==> src/rtl/bin2bcd_pkg.sv <==
// Shared types and constants for the sequential binary-to-BCD converter.
package bin2bcd_pkg;

  typedef enum logic [1:0] {
    IDLE,
    ADJ,
    SHIFT,
    DONE
  } state_e;

  localparam logic [3:0] ADD3       = 4'd3;
  localparam logic [3:0] ADJ_THRESH = 4'd5;

  // Smallest digit count D with 10^D > 2^bin_w.
  function automatic int unsigned min_digits(input int unsigned bin_w);
    longint unsigned lim;
    longint unsigned p;
    int unsigned     d;
    lim = 64'd1 << bin_w;
    p   = 64'd10;
    d   = 1;
    for (int unsigned i = 0; i < 20; i++) begin
      if (p <= lim) begin
        p = p * 10;
        d = d + 1;
      end
    end
    return d;
  endfunction

endpackage

==> src/rtl/bin2bcd_seq_ctrl_if.sv <==
// Request/result bundle between a requester and the BCD converter.
interface bin2bcd_seq_ctrl_if #(
  parameter int unsigned BIN_W  = 8,
  parameter int unsigned DIGITS = 3
) ();

  logic                  start;
  logic [BIN_W-1:0]      bin_in;
  logic                  busy;
  logic                  done;
  logic [4*DIGITS-1:0]   bcd_out;

  modport master (
    output start,
    output bin_in,
    input  busy,
    input  done,
    input  bcd_out
  );

  modport slave (
    input  start,
    input  bin_in,
    output busy,
    output done,
    output bcd_out
  );

endinterface

==> src/rtl/bin2bcd_seq_ctrl_cla4.sv <==
// 4-bit carry-lookahead adder (CLA4) built from propagate/generate full adders and a CLG.
module FA (
  input  logic a,
  input  logic b,
  input  logic c,
  output logic s,
  output logic p,
  output logic g
);
  assign p = a ^ b;
  assign g = a & b;
  assign s = p ^ c;
endmodule

module CLG (
  input  logic [3:0] p,
  input  logic [3:0] g,
  input  logic       c0,
  output logic [4:1] c
);
  assign c[1] = g[0] | (p[0] & c0);
  assign c[2] = g[1] | (p[1] & g[0]) | (p[1] & p[0] & c0);
  assign c[3] = g[2] | (p[2] & g[1]) | (p[2] & p[1] & g[0]) | (p[2] & p[1] & p[0] & c0);
  assign c[4] = g[3] | (p[3] & g[2]) | (p[3] & p[2] & g[1]) | (p[3] & p[2] & p[1] & g[0])
              | (p[3] & p[2] & p[1] & p[0] & c0);
endmodule

module CLA4 (
  input  logic [3:0] a,
  input  logic [3:0] b,
  input  logic       cin,
  output logic [3:0] s,
  output logic       cout
);
  logic [3:0] p;
  logic [3:0] g;
  logic [4:0] carry;

  assign carry[0] = cin;

  for (genvar i = 0; i < 4; i++) begin : g_bit
    FA u_fa (
      .a (a[i]),
      .b (b[i]),
      .c (carry[i]),
      .s (s[i]),
      .p (p[i]),
      .g (g[i])
    );
  end

  CLG u_clg (
    .p  (p),
    .g  (g),
    .c0 (carry[0]),
    .c  (carry[4:1])
  );

  assign cout = carry[4];
endmodule

==> src/rtl/bin2bcd_seq_ctrl.sv <==
// Sequential double-dabble converter: one shared CLA4 adjusts one BCD digit per cycle,
// then the working register shifts left; BIN_W*(DIGITS+1) cycles per conversion.
module bin2bcd_seq_ctrl
  import bin2bcd_pkg::*;
#(
  parameter int unsigned BIN_W  = 8,
  parameter int unsigned DIGITS = 3
) (
  input  logic               clk,
  input  logic               rst,
  bin2bcd_seq_ctrl_if.slave  bus
);

  localparam int unsigned WORK_W = 4 * DIGITS + BIN_W;
  localparam int unsigned DIG_W  = (DIGITS > 1) ? $clog2(DIGITS) : 1;
  localparam int unsigned CNT_W  = $clog2(BIN_W + 1);

  if (DIGITS < min_digits(BIN_W)) begin : g_digits_check
    $fatal(1, "bin2bcd_seq_ctrl: DIGITS too small for BIN_W");
  end

  state_e              state_q, state_d;
  logic [WORK_W-1:0]   work_q, work_d;
  logic [DIG_W-1:0]    dig_q, dig_d;
  logic [CNT_W-1:0]    bitcnt_q, bitcnt_d;
  logic [4*DIGITS-1:0] bcd_q, bcd_d;

  logic [3:0] cur_digit;
  logic [3:0] add_sum;
  logic       add_cout;
  logic       adj_hit;

  // Digit mux feeding the single shared adder.
  assign cur_digit = work_q[BIN_W + 4 * dig_q +: 4];
  assign adj_hit   = (cur_digit >= ADJ_THRESH);

  CLA4 u_add3 (
    .a    (cur_digit),
    .b    (ADD3),
    .cin  (1'b0),
    .s    (add_sum),
    .cout (add_cout)
  );

  always_comb begin
    state_d  = state_q;
    work_d   = work_q;
    dig_d    = dig_q;
    bitcnt_d = bitcnt_q;
    bcd_d    = bcd_q;

    unique case (state_q)
      IDLE, DONE: begin
        if (bus.start) begin
          work_d   = WORK_W'(bus.bin_in);
          dig_d    = '0;
          bitcnt_d = '0;
          state_d  = ADJ;
        end else begin
          state_d  = IDLE;
        end
      end

      ADJ: begin
        if (adj_hit) begin
          work_d[BIN_W + 4 * dig_q +: 4] = add_sum;
        end
        if (dig_q == DIG_W'(DIGITS - 1)) begin
          dig_d   = '0;
          state_d = SHIFT;
        end else begin
          dig_d   = dig_q + 1'b1;
        end
      end

      SHIFT: begin
        work_d   = {work_q[WORK_W-2:0], 1'b0};
        bitcnt_d = bitcnt_q + 1'b1;
        dig_d    = '0;
        // Result is captured from the post-shift value so it is visible in DONE.
        if (bitcnt_q == CNT_W'(BIN_W - 1)) begin
          bcd_d   = work_d[WORK_W-1 -: 4*DIGITS];
          state_d = DONE;
        end else begin
          state_d = ADJ;
        end
      end

      default: state_d = IDLE;
    endcase
  end

  always_ff @(posedge clk) begin
    if (rst) begin
      state_q  <= IDLE;
      work_q   <= '0;
      dig_q    <= '0;
      bitcnt_q <= '0;
      bcd_q    <= '0;
    end else begin
      state_q  <= state_d;
      work_q   <= work_d;
      dig_q    <= dig_d;
      bitcnt_q <= bitcnt_d;
      bcd_q    <= bcd_d;
    end
  end

  // A valid BCD digit (<= 9) plus 3 can never carry out of the nibble.
  always_ff @(posedge clk) begin
    if (!rst && state_q == ADJ && adj_hit) begin
      assert (!add_cout);
    end
  end

  assign bus.busy    = (state_q == ADJ) || (state_q == SHIFT);
  assign bus.done    = (state_q == DONE);
  assign bus.bcd_out = bcd_q;

endmodule
==> src/flat_wrapper.sv <==
// flat-port wrapper written by rule: the top's interface ports become plain ports
module bin2bcd_seq_ctrl_flat import bin2bcd_pkg::*;
#(
  parameter int unsigned BIN_W  = 8,
  parameter int unsigned DIGITS = 3
)
  (clk, rst, bus_start, bus_bin_in, bus_busy, bus_done, bus_bcd_out);
  bin2bcd_seq_ctrl_if #(.BIN_W(BIN_W), .DIGITS(DIGITS)) bus_i ();
  input  logic clk;
  input  logic rst;
  input wire logic [$bits(bus_i.start)-1:0] bus_start;
  input wire logic [$bits(bus_i.bin_in)-1:0] bus_bin_in;
  output wire logic [$bits(bus_i.busy)-1:0] bus_busy;
  output wire logic [$bits(bus_i.done)-1:0] bus_done;
  output wire logic [$bits(bus_i.bcd_out)-1:0] bus_bcd_out;
  assign bus_i.start = bus_start;
  assign bus_i.bin_in = bus_bin_in;
  assign bus_busy = bus_i.busy;
  assign bus_done = bus_i.done;
  assign bus_bcd_out = bus_i.bcd_out;
  bin2bcd_seq_ctrl #(.BIN_W(BIN_W), .DIGITS(DIGITS)) u_core (.clk(clk), .rst(rst), .bus(bus_i));
endmodule
==> config.mk <==
export PLATFORM = sky130hd
export DESIGN_NAME = bin2bcd_seq_ctrl_flat
export DESIGN_NICKNAME = d
export VERILOG_FILES = /design/src/rtl/bin2bcd_pkg.sv /design/src/rtl/bin2bcd_seq_ctrl_if.sv /design/src/rtl/bin2bcd_seq_ctrl_cla4.sv /design/src/rtl/bin2bcd_seq_ctrl.sv /design/src/flat_wrapper.sv
export SDC_FILE = /design/constraint.sdc
export NUM_CORES = 1
export LEC_CHECK = 0
export ABC_AREA = 1
export ABC_CLOCK_PERIOD_IN_PS = 2500
export BUFFER_PORTS_ARGS = -buffer_cell sky130_fd_sc_hd__buf_2
export CAP_MARGIN = 40
export CORE_MARGIN = 8
export CORE_UTILIZATION = 57
export DETAILED_ROUTE_END_ITERATION = 6
export PLACE_DENSITY = 0.78
export SYNTH_ARGS = -nofsm -noshare
export SYNTH_HDL_FRONTEND = slang
export SYNTH_SLANG_ARGS = --single-unit
==> constraint.sdc <==
create_clock -name clk -period 2.5 [get_ports clk]
set_clock_uncertainty 0.15 [all_clocks]
set_input_delay 0.125 -clock clk [delete_from_list [all_inputs] [get_ports clk]]
set_output_delay 0.125 -clock clk [all_outputs]
set_load 0.02 [all_outputs]
==> reports/summary.txt, run 1 <==
area grow syn2layout - 15.7%
final net count - 381
clk root buf - clkbuf_8
syn nets - 348
Num CTS Buffers - 5
fraction of registers with async set/reset - 0
core outline area - 3910 um^2
Post-synth top flop - dfxtp_1
Slew HR - 0.637
first-pass GRT wire length - 10600 um
clock-pin slew on the worst setup and hold paths - 0.08 ns
routed len/inst - 15.2 um
vias in the first global route - 2318
initial antenna violation count - 0
Cell Area, Synth - 2260 um^2
Row Count - 23
unrepaired setup endpoints after global routing - no
Max Slew Vio Count - 0
Core Util, Final - 0.669
DRT iter0 DRCs - 269
Post-DP HPWL - 4420 um
Clock Latency Late Sink - 0.30 ns
antenna-violating nets left - 0
syn avg cell area - 6.94 um^2
power per standard cell area - 1130 nW/um^2
H-tree depth - 2
Crit path required time - 2.58 ns
Setup crit end kind - flop
die area - 6240 um^2
max_cap viols - 0
total global-route track usage - 0.207
Post-synth top cells - nand2_1 (64), dfxtp_1 (40), a21oi_1 (36), inv_1 (34), o21ai_0 (27)
Yosys warnings - 0
maximum number of pins on one net before global-route repair - 22
io pins - 25
Achievable Freq - 451 MHz
WP data arrival - 2.30 ns
Critical-path top delay cell - dfxtp_1
Max IR drop VDD - 0.955 mV
most used cell, CP - nand2_1
WHS - 0.00429 ns
min Tclk post-route - 2.21 ns
critical path, cell by cell - inv_2, nand2_1, nand2_1, nand3_4, ha_1, inv_1, nor2_1, nor3_2, nand3_1, o21ai_1, nand2_1, nand2_1, nand2_1, a21oi_1
FILL cells - 352
top-count cell post-synth - nand2_1
actual slew at the worst max-slew pin - 0.545 ns
clock buffer depth - 2
# DRC - 0
fin crit share - 0.886
TritonCTS clock tree - yes
DR vias - 2349
total leakage power - 1.11 nW
Seq cells post-synth - 40
Synth area leaders - dfxtp_1 (35%), nand2_1 (11%), a21oi_1 (8.0%)
HP Class - in -> reg
CP bufs+invs - 2
clock sink count - 40
design area - 2620 um^2
initial core utilization - 0.578
post-synth top area share - 0.354
final setup vio count - 0
Placer Congestion - 0.971
CP delay by family, top - simple AND/OR/NAND/NOR gates
setup TNS - 0 ns
Critical Path Fanout Max - 14
final hold violations - 0
Cell Area, Placed - 2460 um^2
Yosys top cell by area - dfxtp_1
DRT Wirelength - 6210 um
Port Buffers - 24
status - complete, no violations
die width - 79.0 um
TritonRoute pass-1 iters - 4
max incr delay on CP - 0.32 ns
sequential fraction of the synthesis area - 0.354
diode count - 0
total power - 2.96 mW
Via density - 5.73
Overflow after GRT - 0
Netlist cell types - 31
share of cells above drive strength 1 - 0.169
count of flip-flops with a built-in enable after synthesis - 0
Synth Instances - 326
Worst Path Class, Setup - reg -> reg
CP startpoint kind - flop
Die Height - 79.0 um
cell type report:
type / instances / area (um^2) / share of cell area
inverters: 39 / 146 / 0.0559
repair buffers: 40 / 248 / 0.0946
flip-flops and latches: 40 / 802 / 0.306
well taps: 50 / 62.6 / 0.0239
clock inverters: 2 / 38.8 / 0.0148
multi-input cells: 233 / 1240 / 0.473
clock buffers: 6 / 82.6 / 0.0315
kinds of logic after synthesis:
family / count (synthesis) / synth area share
AO/OA/AOI/OAI: 94 / 0.233
adder cells (fa/ha/maj): 11 / 0.0608
buffers and inverters: 53 / 0.101
flip-flops: 40 / 0.354
AND/OR/NAND/NOR: 128 / 0.252
metal layers:
layer	share of wire	routed length, um	global-route usage	up-vias
li1	-	-	-	1167
met1	0.43	2650	0.240	1078
met2	0.49	3060	0.352	92
met3	0.063	392	0.0451	12
met4	0.018	110	0.102	0
met5	0	0	0	-
where the power goes:
part	switching, mW	internal (mW)
Combinational	1.08	0.528
Sequential	0.0679	0.715
Clock	0.245	0.327
Total	1.39	1.57
state kept, by name, indices dropped and copies added (netlist names):
register / count
u_core.state_q: 2
u_core.work_q: 20
u_core.bitcnt_q: 4
u_core.dig_q: 2
u_core.bus.bcd_out: 12
path summary, 6_finish.rpt:
| path | startpoint | to | slack, ns | cells past startpoint |
|---|---|---|---|---|
| worst max-delay path | u_core.dig_q[0]$_SDFFE_PP0P_ | u_core.work_q[14]$_SDFFE_PP0P_ | 0.29 | 14 |
| worst min-delay path | bus_bin_in[6] | u_core.work_q[6]$_SDFFE_PP0P_ | 0.004 | 3 |
| worst max register to register | u_core.dig_q[0]$_SDFFE_PP0P_ | u_core.work_q[14]$_SDFFE_PP0P_ | 0.29 | 14 |
| worst min register to register | u_core.work_q[18]$_SDFFE_PP0P_ | u_core.work_q[18]$_SDFFE_PP0P_ | 0.32 | 2 |
worst min-delay path, stage by stage:
cell and delay (ns):
buf_2 0.07, a21oi_1 0.06, a31oi_1 0.16
repair_timing:
action                     CTS  global route
hold buffers                 3             0
setup buffers                0             0
gates resized for setup      0             2
hold endpoints to repair     3             0
setup endpoints to repair    0            13
stage by stage:
stage,std cells,setup slack [ns]
after floorplan,326,0.454
after global placement,399,0.280
after detailed placement,399,0.244
after CTS,410,0.206
after global routing,410,0.0496
final,410,0.285
cell usage in the layout (no fill, tap or decap), drive strengths merged, types with 2 or more instances in the layout:
cell,synthesis,layout
nor4,2,2
nand2,68,68
nand3,19,19
and3,2,2
ha,11,11
nor3,8,8
a22o,2,2
clkbuf,7,6
buf,7,37
a31oi,3,3
nor2,26,26
dfxtp,40,40
a22oi,3,3
o22ai,6,6
nand4,3,3
dlygate4sd3,0,3
a211oi,4,4
inv,39,39
o211ai,4,4
a21oi,37,37
o21ai,33,33
Note: power is estimated with default switching activity, not from simulation.
==> run 2: changes to the inputs <==
Settings changed: CTS_BUF_LIST set to sky130_fd_sc_hd__clkbuf_2.
==> run 2 against run 1 <==
Compared with the run above: fmax down 0.19%; largest cell class unchanged; largest power group unchanged; clock-buffer cell count fell by 1; non-clock buffer count rose by 8; critical path type unchanged.
==> reports/summary.txt, run 2 (synthesis results as in run 1) <==
Via density - 5.67
Setup crit end kind - flop
Placer Congestion - 0.971
final setup vio count - 0
io pins - 25
total leakage power - 1.13 nW
FILL cells - 352
vias in the first global route - 2368
Clock Latency Late Sink - 0.43 ns
DRT Wirelength - 6140 um
core outline area - 3910 um^2
actual slew at the worst max-slew pin - 0.540 ns
initial antenna violation count - 0
Core Util, Final - 0.676
Post-DP HPWL - 4420 um
placed cells - 399
Reg with most FFs - u_core.work_q
Achievable Freq - 451 MHz
maximum number of pins on one net before global-route repair - 22
# DRC - 0
Max IR drop VDD - 0.857 mV
status - complete, no violations
Clock Power Share - 0.141
DR vias - 2371
power per standard cell area - 1050 nW/um^2
DRT iter0 DRCs - 251
diode count - 0
Crit path required time - 2.73 ns
antenna-violating nets left - 0
Slew HR - 0.639
first-pass GRT wire length - 10600 um
initial core utilization - 0.578
switch share - 0.489
final net count - 389
Overflow after GRT - 0
TritonRoute pass-1 iters - 5
min Tclk post-route - 2.22 ns
clock sink count - 40
die width - 79.0 um
clk root buf - clkbuf_2
Critical Path Fanout Max - 16
Port Buffers - 24
clock-pin slew on the worst setup and hold paths - 0.20 ns
clock buffer depth - 2
WP data arrival - 2.45 ns
Num CTS Buffers - 5
setup TNS - 0 ns
total power - 2.79 mW
routed len/inst - 14.7 um
total global-route track usage - 0.209
final hold violations - 0
fin crit share - 0.888
Layout Cells excl Fill - 418
max reg flops - 20
max_cap viols - 0
share of cells above drive strength 1 - 0.163
die area - 6240 um^2
commonest non-fill, non-tap cell in the layout - nand2_1
sequential share of power - 0.281
Max Slew Vio Count - 0
Die Height - 79.0 um
combinational fraction of design power - 0.578
TritonCTS clock tree - yes
area grow syn2layout - 16.9%
CP startpoint kind - flop
commonest non-fill, non-tap cells in the layout - nand2_1 (64), dfxtp_1 (39), a21oi_1 (36)
Row Count - 23
Cell Int Power - 1.42 mW
HP Class - reg -> reg
Net Sw Power - 1.36 mW
H-tree depth - 2
Worst Path Class, Setup - reg -> reg
unrepaired setup endpoints after global routing - no
-- run 2: changes by cell type in the layout (fill, tap and decap cells not counted) --
cell and delta:
clkbuf_2 +5, clkbuf_8 -6, clkinv_1 +1, dlygate4sd3_1 +8
-- run 2: cell type report --
class	count	area, um^2	share of cell area
Clock buffer	5	25.0	0.00946
Clock inverter	3	42.5	0.0161
Inverter	39	146	0.0553
Multi-Input combinational cell	233	1240	0.468
Sequential cell	40	802	0.303
Tap cell	50	62.6	0.0237
Timing Repair Buffer	48	328	0.124
-- run 2: path summary, 6_finish.rpt --
path / start / endpoint / slack [ns] / cells past startpoint
worst max-delay path: u_core.dig_q[0]$_SDFFE_PP0P_ / u_core.work_q[17]$_SDFFE_PP0P_ / 0.28 / 12
worst min-delay path: u_core.work_q[18]$_SDFFE_PP0P_ / u_core.work_q[18]$_SDFFE_PP0P_ / 0.33 / 2
worst max register to register: u_core.dig_q[0]$_SDFFE_PP0P_ / u_core.work_q[17]$_SDFFE_PP0P_ / 0.28 / 12
worst min register to register: u_core.work_q[18]$_SDFFE_PP0P_ / u_core.work_q[18]$_SDFFE_PP0P_ / 0.33 / 2
-- run 2: worst max-delay path, cell delays in order (launching register included) --
cell	delay, ns
dfxtp_1	0.38
buf_4	0.22
nand2_1	0.11
nand3_4	0.13
ha_1	0.17
inv_1	0.06
o21ai_2	0.22
nand3_2	0.12
nand2_2	0.16
inv_2	0.12
o21ai_0	0.13
nand2_1	0.09
a21oi_1	0.12
-- run 2: layer usage --
metal  GRT usage  vias up  share of wire
met5           0        -              0
met4       0.107        0          0.028
met3      0.0463       23          0.066
met2       0.361       96           0.49
met1       0.234     1071           0.42
li1            -     1181              -
-- run 2: power by group through the flow --
stage	clock network [mW]	registers, mW	logic (mW)
after CTS	0.403	0.778	1.57
after detailed placement	0	0.792	1.55
after floorplan	0	0.776	1.16
final	0.394	0.783	1.61
after global routing	0.434	0.791	1.80
after global placement	0	0.788	1.54
-- run 2: metrics by stage --
step	setup WS, ns	area (um^2)	hold slack, ns
after floorplan	0.454	2260	0.0535
after global placement	0.280	2460	0.252
after detailed placement	0.244	2460	0.264
after CTS	0.182	2640	0.331
after global routing	0.0229	2650	0.342
final	0.281	2650	0.332
-- run 2: repair_timing --
item / in CTS / in global routing
resized for setup: 0 / 2
hold buffers: 11 / 0
endpoints found under the hold margin: 24 / 0
endpoints found under the setup margin: 0 / 14
buffers inserted: 0 / 0
